--- src/rtl/bit_serializer.sv ---
// Parallel-load serializer: one word in over valid/ready, one bit per clock out on x_out.
// Define SERIALIZER_PARITY_EN to append an even-parity bit after the data bits.
module bit_serializer #(
  parameter int WIDTH      = 8,
  parameter bit MSB_FIRST  = 1'b1,
  parameter int GAP_CYCLES = 2,
  parameter bit IDLE_LEVEL = 1'b1
) (
  input  logic             clock,
  input  logic             reset,
  input  logic [WIDTH-1:0] data_in,
  input  logic             load_valid,
  output logic             load_ready,
  output logic             x_out,
  output logic             bit_valid,
  output logic             busy,
  output logic             done
);

  localparam int CW = $clog2(WIDTH);
  localparam int GW = (GAP_CYCLES > 2) ? $clog2(GAP_CYCLES) : 1;
  localparam logic [CW-1:0] CNT_LOAD = CW'(WIDTH - 1);
  localparam logic [GW-1:0] GAP_LOAD = GW'((GAP_CYCLES > 0) ? GAP_CYCLES - 1 : 0);
  localparam bit HAS_GAP = (GAP_CYCLES > 0);

`ifdef SERIALIZER_PARITY_EN
  typedef enum logic [1:0] {S_IDLE = 2'd0, S_SHIFT = 2'd1, S_GAP = 2'd2, S_PARITY = 2'd3} state_t;
`else
  typedef enum logic [1:0] {S_IDLE = 2'd0, S_SHIFT = 2'd1, S_GAP = 2'd2} state_t;
`endif

  state_t           r_state;
  logic [WIDTH-1:0] r_shift;
  logic [CW-1:0]    r_cnt;
  logic [GW-1:0]    r_gap_cnt;
  logic             r_x_out;
  logic             r_bit_valid;
  logic             r_busy;
  logic             r_done;
  logic             r_load_ready;
`ifdef SERIALIZER_PARITY_EN
  logic             r_parity;
`endif

  logic [WIDTH-1:0] w_shift_next;
  logic             w_next_bit;

  // Rotating keeps every register bit live; only the bit at the output end matters.
  assign w_shift_next = MSB_FIRST ? {r_shift[WIDTH-2:0], r_shift[WIDTH-1]}
                                  : {r_shift[0], r_shift[WIDTH-1:1]};
  assign w_next_bit   = MSB_FIRST ? r_shift[WIDTH-2] : r_shift[1];

  always_ff @(posedge clock or negedge reset) begin
    if (!reset) begin
      r_state      <= S_IDLE;
      r_shift      <= '0;
      r_cnt        <= '0;
      r_gap_cnt    <= '0;
      r_x_out      <= IDLE_LEVEL;
      r_bit_valid  <= 1'b0;
      r_busy       <= 1'b0;
      r_done       <= 1'b0;
      r_load_ready <= 1'b1;
`ifdef SERIALIZER_PARITY_EN
      r_parity     <= 1'b0;
`endif
    end else begin
      r_done <= 1'b0;
      case (r_state)
        S_IDLE: begin
          if (load_valid) begin
            r_state      <= S_SHIFT;
            r_shift      <= data_in;
            r_cnt        <= CNT_LOAD;
            r_x_out      <= MSB_FIRST ? data_in[WIDTH-1] : data_in[0];
            r_bit_valid  <= 1'b1;
            r_busy       <= 1'b1;
            r_load_ready <= 1'b0;
`ifdef SERIALIZER_PARITY_EN
            r_parity     <= ^data_in;
`endif
          end
        end

        S_SHIFT: begin
          if (r_cnt != '0) begin
            r_cnt   <= r_cnt - 1'b1;
            r_shift <= w_shift_next;
            r_x_out <= w_next_bit;
`ifndef SERIALIZER_PARITY_EN
            r_done  <= (r_cnt == CW'(1));
`endif
          end else begin
`ifdef SERIALIZER_PARITY_EN
            r_state <= S_PARITY;
            r_x_out <= r_parity;
            r_done  <= 1'b1;
`else
            r_state      <= HAS_GAP ? S_GAP : S_IDLE;
            r_gap_cnt    <= GAP_LOAD;
            r_x_out      <= IDLE_LEVEL;
            r_bit_valid  <= 1'b0;
            r_busy       <= HAS_GAP;
            r_load_ready <= !HAS_GAP;
`endif
          end
        end

`ifdef SERIALIZER_PARITY_EN
        S_PARITY: begin
          r_state      <= HAS_GAP ? S_GAP : S_IDLE;
          r_gap_cnt    <= GAP_LOAD;
          r_x_out      <= IDLE_LEVEL;
          r_bit_valid  <= 1'b0;
          r_busy       <= HAS_GAP;
          r_load_ready <= !HAS_GAP;
        end
`endif

        S_GAP: begin
          if (r_gap_cnt == '0) begin
            r_state      <= S_IDLE;
            r_busy       <= 1'b0;
            r_load_ready <= 1'b1;
          end else begin
            r_gap_cnt <= r_gap_cnt - 1'b1;
          end
        end

        default: begin
          r_state      <= S_IDLE;
          r_x_out      <= IDLE_LEVEL;
          r_bit_valid  <= 1'b0;
          r_busy       <= 1'b0;
          r_load_ready <= 1'b1;
        end
      endcase
    end
  end

  assign load_ready = r_load_ready;
  assign x_out      = r_x_out;
  assign bit_valid  = r_bit_valid;
  assign busy       = r_busy;
  assign done       = r_done;

endmodule

--- config.mk ---
export PLATFORM = sky130hd
export DESIGN_NAME = bit_serializer
export DESIGN_NICKNAME = d
export VERILOG_FILES = /design/src/rtl/bit_serializer.sv
export SDC_FILE = /design/constraint.sdc
export NUM_CORES = 1
export LEC_CHECK = 0
export CAP_MARGIN = 20
export CORE_AREA = 2 2 44 62
export CTS_BUF_LIST = sky130_fd_sc_hd__clkbuf_8
export CTS_CLUSTER_SIZE = 8
export DETAILED_ROUTE_END_ITERATION = 8
export DIE_AREA = 0 0 46 64
export GPL_TIMING_DRIVEN = 0
export HOLD_SLACK_MARGIN = 0.03
export MAX_ROUTING_LAYER = met4
export PLACE_DENSITY_LB_ADDON = 0.25
export SETUP_SLACK_MARGIN = 0.3
export SYNTH_ARGS = -nofsm -noshare
export SYNTH_HDL_FRONTEND = slang
export SYNTH_SLANG_ARGS = --single-unit
--- constraint.sdc ---
create_clock -name clock -period 3.06 [get_ports clock]
set_input_delay 0.306 -clock clock [delete_from_list [all_inputs] [get_ports clock]]
set_output_delay 0.306 -clock clock [all_outputs]
set_load 0.1 [all_outputs]
# After elaboration in Yosys (flattened, before gate mapping)
# Cells that the tools add are included.
# W data, S select, Z words.
[word_totals]
reg_bits = 19
wordCells = 54
[op_classes]
n_mux = 26
n_bitwise = 1
n_eq_ne = 7
reduce_logical = 9
addsub = 2
[ops]
columns = ["cell", "count"]
rows = [
  ["$mux W8", 2],
  ["$pmux W8 S2", 1],
  ["$pmux W1 S3", 4],
  ["$mux W1", 11],
  ["$reduce_and A3 Y1", 3],
  ["$ne A2 B2 Y1 const B", 4],
  ["$mux W2", 3],
  ["$mux W3", 2],
  ["$pmux W2 S3", 1],
  ["$pmux W3 S2", 1],
  ["$reduce_and A2 Y1", 2],
  ["$reduce_bool A2 Y1", 2],
  ["$eq A3 B1 Y1 const B", 1],
  ["$reduce_bool A3 Y1", 1],
  ["$sub A3 B1 Y3 const B", 1],
  ["$eq A2 B1 Y1 const B", 1],
  ["$eq A2 B2 Y1 const B", 1],
  ["$logic_not A2 Y1", 1],
  ["$pmux W1 S2", 1],
  ["$not A1 Y1", 1],
  ["$sub A1 B1 Y1 const B", 1],
]

# Logic depth before layout (Yosys ltp)
[depth]
word_depth = 3
ltp_mapped = 6
ltp_nobuf = 5

# Worst setup path before layout
# Ideal clock, no wire load.
[synth_path]
kind = "register to register"
from = "reg r_cnt[0]"
to = "reg r_cnt[0]"
path_buffers = 1
setup_slack_ns = 1.454
arrival_ns = 1.481
setup_time_ns = 0.125
stages_incl_launch_ff = 7
required_time_ns = 2.935
cell_sequence = "dfrtp_1 > inv_1 > ha_1 > and3b_4 > nor3_4 > buf_6 > mux2_4"
[synth_between]
elab_chain_cells = 3
word_cells_on_any_way = 6
[synth_rtl]
columns = ["element", "line", "text"]
rows = [
  ["start: declaration", "34", "logic [CW-1:0] r_cnt;"],
  ["start signal: assignment", "87", "r_cnt <= r_cnt - 1'b1;"],
  ["$sub A3 B1 Y3 / $reduce_bool A3 Y1 (equally long branches)", "87, 86", ""],
  ["$mux W3 / $ne A2 B2 Y1 (equally long branches)", "--", ""],
  ["$pmux W3 S2 / $reduce_and A3 Y1 (equally long branches)", "--", ""],
]
# Parallel ways exist; a longest one is shown, timed or not. The select of a mux whose other input is x is not followed.
# A chain may end at the register's enable or synchronous reset.

# Worst setup path in the final report
[layout_path]
from = "reg r_load_ready (netlist: load_ready)"
to = "out load_ready"
[layout_rtl]
columns = ["element", "line", "text"]
rows = [
  ["start: declaration", "40", "logic r_load_ready;"],
  ["start signal: assignment", "104", "r_load_ready <= !HAS_GAP;"],
  ["end: declaration", "13", "output logic load_ready,"],
]
# No word-level cell between the ends.

==> impl_results.html <==
<table>
<tr><th>Metric</th><th>Value</th></tr>
<tr><th colspan="2">Run status</th></tr>
<tr><td>Outcome</td><td>finished, final reports clean</td></tr>
<tr><th colspan="2">GRT</th></tr>
<tr><td>Final global-route overflow total</td><td>0</td></tr>
<tr><td>Vias in the first global route</td><td>663</td></tr>
<tr><td>Pin count of the biggest net entering global routing</td><td>20</td></tr>
<tr><td>GR Util All Layers</td><td>0.1308</td></tr>
<tr><td>Initial antenna violation count</td><td>0</td></tr>
<tr><td>Global-route wire length before repair</td><td>2829 um</td></tr>
<tr><th colspan="2">STA</th></tr>
<tr><td>Number of hold-slack violations in the final timing report</td><td>0</td></tr>
<tr><td>Hold slack</td><td>0.5099 ns</td></tr>
<tr><td>Clock tree skew after final layout</td><td>0.005873 ns</td></tr>
<tr><td>Minimum period implied by the final worst setup slack</td><td>2.206 ns</td></tr>
<tr><td>Rel. slew slack</td><td>0.3568</td></tr>
<tr><td>Max-slew violation count</td><td>0</td></tr>
<tr><td>Summed negative setup slack over all endpoints</td><td>0 ns</td></tr>
<tr><td>Unrepaired setup endpoints after global routing</td><td>no</td></tr>
<tr><td>Fraction of the cycle the final worst path needs</td><td>0.7210</td></tr>
<tr><td>Slew at the pin closest to its max-slew limit</td><td>0.9618 ns</td></tr>
<tr><td>Highest clock frequency the design can meet</td><td>453.2 MHz</td></tr>
<tr><td>Final setup margin</td><td>0.8536 ns</td></tr>
<tr><td>Final-report setup violation count</td><td>0</td></tr>
<tr><th colspan="2">Worst setup path</th></tr>
<tr><td>Slowest cell on the critical path</td><td>sky130_fd_sc_hd__clkdlybuf4s50_1</td></tr>
<tr><td>Worst reg-to-reg path cell count</td><td>6</td></tr>
<tr><td>FF-to-FF Start</td><td>r_cnt[0]</td></tr>
<tr><td>Delay-heaviest family, CP</td><td>buffers and inverters</td></tr>
<tr><td>Worst Setup Start Kind</td><td>register</td></tr>
<tr><td>Endpoint of the lowest-slack register-to-register path</td><td>r_shift[5]</td></tr>
<tr><td>CP Buf/Inv Count</td><td>1</td></tr>
<tr><td>Data required time at the worst endpoint</td><td>2.75 ns</td></tr>
<tr><td>Worst setup EP type</td><td>primary output</td></tr>
<tr><td>Critical path, cell by cell</td><td>clkdlybuf4s50_1</td></tr>
<tr><td>Worst path arrival time</td><td>1.90 ns</td></tr>
<tr><td>Type of the worst setup path</td><td>reg -&gt; out</td></tr>
<tr><td>Largest driver fanout on the critical path</td><td>2</td></tr>
<tr><td>Register-to-register path setup slack</td><td>1.35 ns</td></tr>
<tr><td>Delay of the slowest cell on the worst path</td><td>1.12 ns</td></tr>
<tr><th colspan="2">Floorplanning</th></tr>
<tr><td>Count of boundary I/O pins</td><td>16</td></tr>
<tr><td>Area inside the core boundary</td><td>2365 um^2</td></tr>
<tr><td>Die H</td><td>64 um</td></tr>
<tr><td>Effective utilization at floorplan</td><td>0.4280</td></tr>
<tr><td>Die ar.</td><td>2944 um^2</td></tr>
<tr><td>Width of the die</td><td>46 um</td></tr>
<tr><td>Number of rows in the core area</td><td>21</td></tr>
<tr><th colspan="2">Yosys</th></tr>
<tr><td>Post-Synthesis Net Count</td><td>95</td></tr>
<tr><td>Cell type with the highest aggregate area in the netlist</td><td>sky130_fd_sc_hd__dfrtp_1</td></tr>
<tr><td>Cell area after technology mapping</td><td>1012 um^2</td></tr>
<tr><td>Post-synthesis area per instance</td><td>12.50 um^2</td></tr>
<tr><td>Leading cell types by total area after synthesis</td><td>sky130_fd_sc_hd__dfrtp_1, sky130_fd_sc_hd__mux2_4, sky130_fd_sc_hd__dfstp_2</td></tr>
<tr><td>Synthesized flop and latch total</td><td>19</td></tr>
<tr><td>Yosys Warn Count</td><td>0</td></tr>
<tr><td>Synthesized instance count</td><td>81</td></tr>
<tr><td>Register area share after synthesis</td><td>0.4722</td></tr>
<tr><td>Share of Yosys cell area claimed by the top area cell type</td><td>0.4203</td></tr>
<tr><td>Number of library cell types mapped by synthesis</td><td>25</td></tr>
<tr><th colspan="2">Power</th></tr>
<tr><td>Static leakage</td><td>0.6086 nW</td></tr>
<tr><td>Max IR drop VDD</td><td>0.4370 mV</td></tr>
<tr><td>PnR Total Power</td><td>1.476 mW</td></tr>
<tr><td>Power per standard cell area</td><td>1193 nW/um^2</td></tr>
<tr><th colspan="2">Hold path</th></tr>
<tr><td>Endpoint of the worst hold path</td><td>r_cnt[1]</td></tr>
<tr><td>Count of cells along the worst hold path</td><td>1</td></tr>
<tr><td>Source of the worst hold timing path</td><td>r_cnt[1]</td></tr>
<tr><td>Type of the worst min-delay path</td><td>reg -&gt; reg</td></tr>
<tr><th colspan="2">Final layout</th></tr>
<tr><td>Antenna diode count</td><td>0</td></tr>
<tr><td>Fillers</td><td>217</td></tr>
<tr><td>Share of final-layout standard cells stronger than drive strength 1</td><td>0.2800</td></tr>
<tr><td>Net total in the final layout</td><td>115</td></tr>
<tr><td>Most frequent cells in the layout</td><td>sky130_fd_sc_hd__dfrtp_1, sky130_fd_sc_hd__clkdlybuf4s50_1, sky130_fd_sc_hd__mux2_4</td></tr>
<tr><td>Synth-to-layout area growth</td><td>22.25%</td></tr>
<tr><td>Most frequent standard cell in the layout excluding fill and tap cells</td><td>sky130_fd_sc_hd__dfrtp_1</td></tr>
<tr><th colspan="2">Clock network</th></tr>
<tr><td>Buffer depth of the longest clock path</td><td>2</td></tr>
<tr><td>TritonCTS clock tree</td><td>built</td></tr>
<tr><td>Post-CTS setup buffer count</td><td>0</td></tr>
<tr><td>Post-cts sizing count</td><td>0</td></tr>
<tr><td>CTS H-tree depth</td><td>1</td></tr>
<tr><td>Cts hold-fix bufs</td><td>0</td></tr>
<tr><td>Clock sinks</td><td>19</td></tr>
<tr><td>Clock latency on the worst-skew pair</td><td>0.25 ns</td></tr>
<tr><td>Number of buffers created by CTS</td><td>3</td></tr>
<tr><td>Clock edge transition at the registers on the reported setup and hold paths</td><td>0.07 ns</td></tr>
<tr><td>Library cell used as clock root buffer</td><td>sky130_fd_sc_hd__clkbuf_8</td></tr>
<tr><th colspan="2">Routing</th></tr>
<tr><td>Total number of vias</td><td>640</td></tr>
<tr><td>Post-detailed-route count of antenna-violating nets</td><td>0</td></tr>
<tr><td>Total length of routed wires</td><td>1602 um</td></tr>
<tr><td>Per-cell via count in the routed design</td><td>5.203</td></tr>
<tr><td>Iteration-0 DRC Markers</td><td>4</td></tr>
<tr><td>DRC violation count after routing</td><td>0</td></tr>
<tr><td>1st-pass router iterations</td><td>2</td></tr>
<tr><td>Wire length per cell</td><td>13.02 um</td></tr>
<tr><th colspan="2">Placement</th></tr>
<tr><td>Routability Congestion</td><td>0.7739</td></tr>
<tr><td>DP HPWL</td><td>1172 um</td></tr>
<tr><td>Total of buffers placed on input and output ports</td><td>15</td></tr>
<tr><td>Worst Setup Slack post-DPL</td><td>1.123 ns</td></tr>
<tr><th colspan="2">Run</th></tr>
<tr><td>Max-cap violations</td><td>0</td></tr>
</table>
## Yosys cell counts (all sizes together)
library cell,n
inv,7
nor2b,4
and3,1
ha,3
mux2i,2
nor2,5
a21oi,4
dfrtp,17
nor3,1
nand2b,1
mux2,15
o32a,1
a31oi,2
o2bb2ai,1
o22a,1
a32oi,1
buf,4
dfstp,2
nand2,4
o22ai,3
and3b,2
## metal layers
| metal | vias up | routed length [um] | share of wire | GRT usage |
|---|---|---|---|---|
| met2 | 12 | 811 | 0.51 | 0.2101 |
| met5 | - | 0 | 0 | - |
| li1 | 320 | - | - | - |
| met1 | 306 | 723 | 0.45 | 0.1601 |
| met3 | 2 | 50 | 0.031 | 0.01695 |
| met4 | 0 | 17 | 0.011 | 0.05357 |
## through the flow
step                cell area, um^2  utilization  cells
finish                         1237       0.5233    123
global placement               1191       0.5037    119
detailed placement             1191       0.5037    119
CTS                            1237       0.5233    123
floorplan                      1012            -     81
global route                   1237       0.5233    123
## cell families after synthesis
group	count (synthesis)	synth area share
buffers and inverters	11	0.05810
AO/OA/AOI/OAI	13	0.08653
adder cells (fa/ha/maj)	3	0.03709
flip-flops	19	0.4722
AND/OR/NAND/NOR	18	0.1150
multiplexers	17	0.2311
## final cells by class
| type | count | area, um^2 | area share |
|---|---|---|---|
| buffer | 4 | 32.53 | 0.02629 |
| clock buffer | 3 | 41.29 | 0.03337 |
| clock inverter | 1 | 5.005 | 0.004044 |
| inverter | 7 | 26.28 | 0.02123 |
| multi-input combinational | 51 | 475.5 | 0.3842 |
| sequential | 19 | 478.0 | 0.3862 |
| tap | 23 | 28.78 | 0.02326 |
| timing repair buffer | 15 | 150.1 | 0.1213 |
## how the worst max path moves through the flow
stage	start	slack, ns	depth (start not counted)	endpoint
after CTS	load_ready	0.84	1	load_ready
after floorplan	r_cnt[0]	1.45	6	r_cnt[0]
after global placement	x_out	1.13	1	x_out
final	load_ready	0.85	1	load_ready
after global routing	load_ready	0.80	1	load_ready
after detailed placement	x_out	1.12	1	x_out
## flip-flops by register name (all words and copies together), names as in the netlist
name        cells
bit_valid       1
busy            1
done            1
load_ready      1
r_cnt           3
r_gap_cnt       1
r_shift         8
r_state         2
x_out           1
## where the power goes
| group | leakage [nW] | total (mW) | switching [mW] | internal, mW |
|---|---|---|---|---|
| combinational | 0.364 | 0.851 | 0.431 | 0.420 |
| clock | 0.0255 | 0.169 | 0.0791 | 0.0902 |
| sequential | 0.219 | 0.456 | 0.0751 | 0.381 |
No activity file was read; power rests on OpenSTA's default activity.
==> variant: new RTL, config.mk and constraints unchanged <==
`IDLE_LEVEL`: 1'b1 -> 1'b0.
--- a/src/rtl/bit_serializer.sv
+++ b/src/rtl/bit_serializer.sv
@@ -6,3 +6,3 @@
   parameter int GAP_CYCLES = 2,
-  parameter bit IDLE_LEVEL = 1'b1
+  parameter bit IDLE_LEVEL = 1'b0
 ) (
Check against the original RTL: not equivalent (Yosys sat finds a counterexample within 4 cycles, from zero or initial values and one cycle with reset low).
==> variant against the original RTL <==
  * Non-clock buffer count down 1
  * Worst setup slack lost 0.010 ns
  * Total power decreased by 2.6%
  * Register-to-register slack better by 0.05 ns
  * Clock power about the same
  * Sequential cell count stayed put
  * Area after synthesis fell by 0.49%
  * Wire length increased by 1.1%
  * Critical path depth stayed put
  * Hold slack worse by 0.019 ns
  * Design area fell by 0.40%
==> variant: results (changes against the original RTL) <==
* Number of global-route vias before repair at 677 (+2.1%)
* Diode count at 0 (unchanged)
* Port bufs at 15 (unchanged)
* First-pass GRT wire length at 2.93 mm (+3.4%)
* Hold/Removal Path Class: reg2reg
* Max H-tree Level at 1 (unchanged)
* Maximum vdd drop at 0.544 mV (+24%)
* Outcome: finished, final reports clean
* DR pass1 iterations at 4 (+2)
* Top_reg_cell synth: dfrtp_1
* Post-Syn Nets at 93 (-2.1%)
* Worst slew pin tran at 0.960 ns (-0.00147 ns)
* Share of cells above drive strength 1 at 0.245 (-0.0351)
* Registers with the most flip-flops: r_shift (8), r_cnt (3), r_state (2)
* Synth Area in Adders at 0.0373 (+0.000184)
* Postcts setup bufs at 0 (unchanged)
* Post-CTS Resized at 0 (unchanged)
* YS warnings at 0 (unchanged)
* CTS max path bufs at 2 (unchanged)
* CP arrival at 1.91 ns
* Post-synthesis mux area share at 0.224 (-0.00755)
* Nets at 113 (-1.7%)
* Gr usage total at 0.138 (+0.00687)
* Detailed Route Iter0 Violations at 17 (+13)
* CP top delay family: buffers and inverters
* Final TNS setup at 0 ns (unchanged)
* Register area share after synthesis at 0.473 (+0.00110)
* Post-Route WL at 1.62 mm (+1.1%)
* Commonest cells in the netlist: dfrtp_1 (18), mux2_4 (12), nand2_1 (4), nor2_1 (4), o21ai_1 (4)
* Largest stage delay, worst path at 1.12 ns (about the same)
* Num CTS Buffers at 3 (unchanged)
* Initial antenna violation count at 0 (unchanged)
* Leakage at 0.584 nW (-4.1%)
* Fraction of registers with async set/reset at 1.00 (unchanged)
* Via count at 639 (-0.16%)
* Fill count at 225 (+3.7%)
* Compound-Gate Fraction of Synth Area at 0.0994 (+0.0129)
* Root Buffer: clkbuf_8
* Clk_lat worst skew at 0.25 ns (about the same)
* Largest net degree at the start of global routing at 20 (unchanged)
* Gpl congestion at 0.759 (-1.9%)
* CP max-delay cell: clkdlybuf4s50_1
* Critical path fanouts, max at 3 (+1)
* Synth Area in XOR/XNOR at 0 (unchanged)
* Final HPWL DP at 1.20 mm (+2.0%)
* Post-synth cell types at 27 (+8.0%)
* Top post-synthesis cells by area: dfrtp_1 (45%), mux2_4 (18%), ha_1 (3.7%), mux2_1 (3.4%), dfstp_2 (2.6%)
* Post-Place Cell Area at 0.00119 mm2 (-0.42%)
* Skew final at 0.00127 ns (-0.00461 ns)
* Worst-path clk slew at 0.07 ns (about the same)
[variant: routing by layer]
layer	track usage	routed length, um	vias to the layer above
li1	-	-	311
met4	0.0536	19	0
met1	0.175	695	311
met3	0.0282	76	2
met2	0.210	828	15
met5	-	0	-
[variant: logic make-up (layout without fill, tap and decap cells)]
logic type               Yosys count  after routing
buffers and inverters              6             25
multiplexers                      16             16
flip-flops                        19             19
adder cells (fa/ha/maj)            3              3
AND/OR/NAND/NOR                   20             20
AO/OA/AOI/OAI                     15             15
[variant: area by class of cell]
| class | instances | area [um2] | share of cell area |
|---|---|---|---|
| well taps | 23 | 28.8 | 0.0234 |
| plain buffers | 3 | 22.5 | 0.0183 |
| clock inverters | 1 | 5.00 | 0.00406 |
| flip-flops and latches | 19 | 477 | 0.387 |
| clock buffers | 3 | 41.3 | 0.0335 |
| repair buffers | 15 | 150 | 0.122 |
| inverters | 3 | 11.3 | 0.00914 |
| multi-input cells | 54 | 497 | 0.403 |
[variant: worst paths after layout]
kind / slack, ns / from / endpoint / cells past startpoint
worst max-delay path: 0.84 / load_ready / load_ready / 1
worst min-delay path: 0.49 / r_cnt[1] / r_cnt[1] / 1
worst max register to register: 1.40 / r_cnt[0] / r_cnt[0] / 5
worst min register to register: 0.49 / r_cnt[1] / r_cnt[1] / 1
max in group asynchronous: 2.00 / reset / r_state[0] / 1
min in group asynchronous: 0.54 / reset / r_state[1] / 1
[variant: metrics by stage]
| step | utilization | cells | setup WS (ns) | power [mW] | hold WS, ns |
|---|---|---|---|---|---|
| 2_1_floorplan | - | 79 | 1.54 | 1.13 | 0.0104 |
| 4_1_cts | 0.521 | 121 | 0.836 | 1.46 | 0.494 |
| 3_3_place_gp | 0.502 | 117 | 1.12 | 1.26 | 0.467 |
| 3_5_place_dp | 0.502 | 117 | 1.11 | 1.28 | 0.477 |
| 6_report | 0.521 | 121 | 0.843 | 1.44 | 0.491 |
| 5_1_grt | 0.521 | 121 | 0.807 | 1.54 | 0.519 |
[variant: report_power, final]
group	switching, mW	internal, mW	total, mW	leakage [nW]
Clock	0.0792	0.0902	0.169	0.0255
Sequential	0.0712	0.371	0.442	0.218
Combinational	0.422	0.404	0.826	0.340
Total	0.572	0.865	1.44	0.583
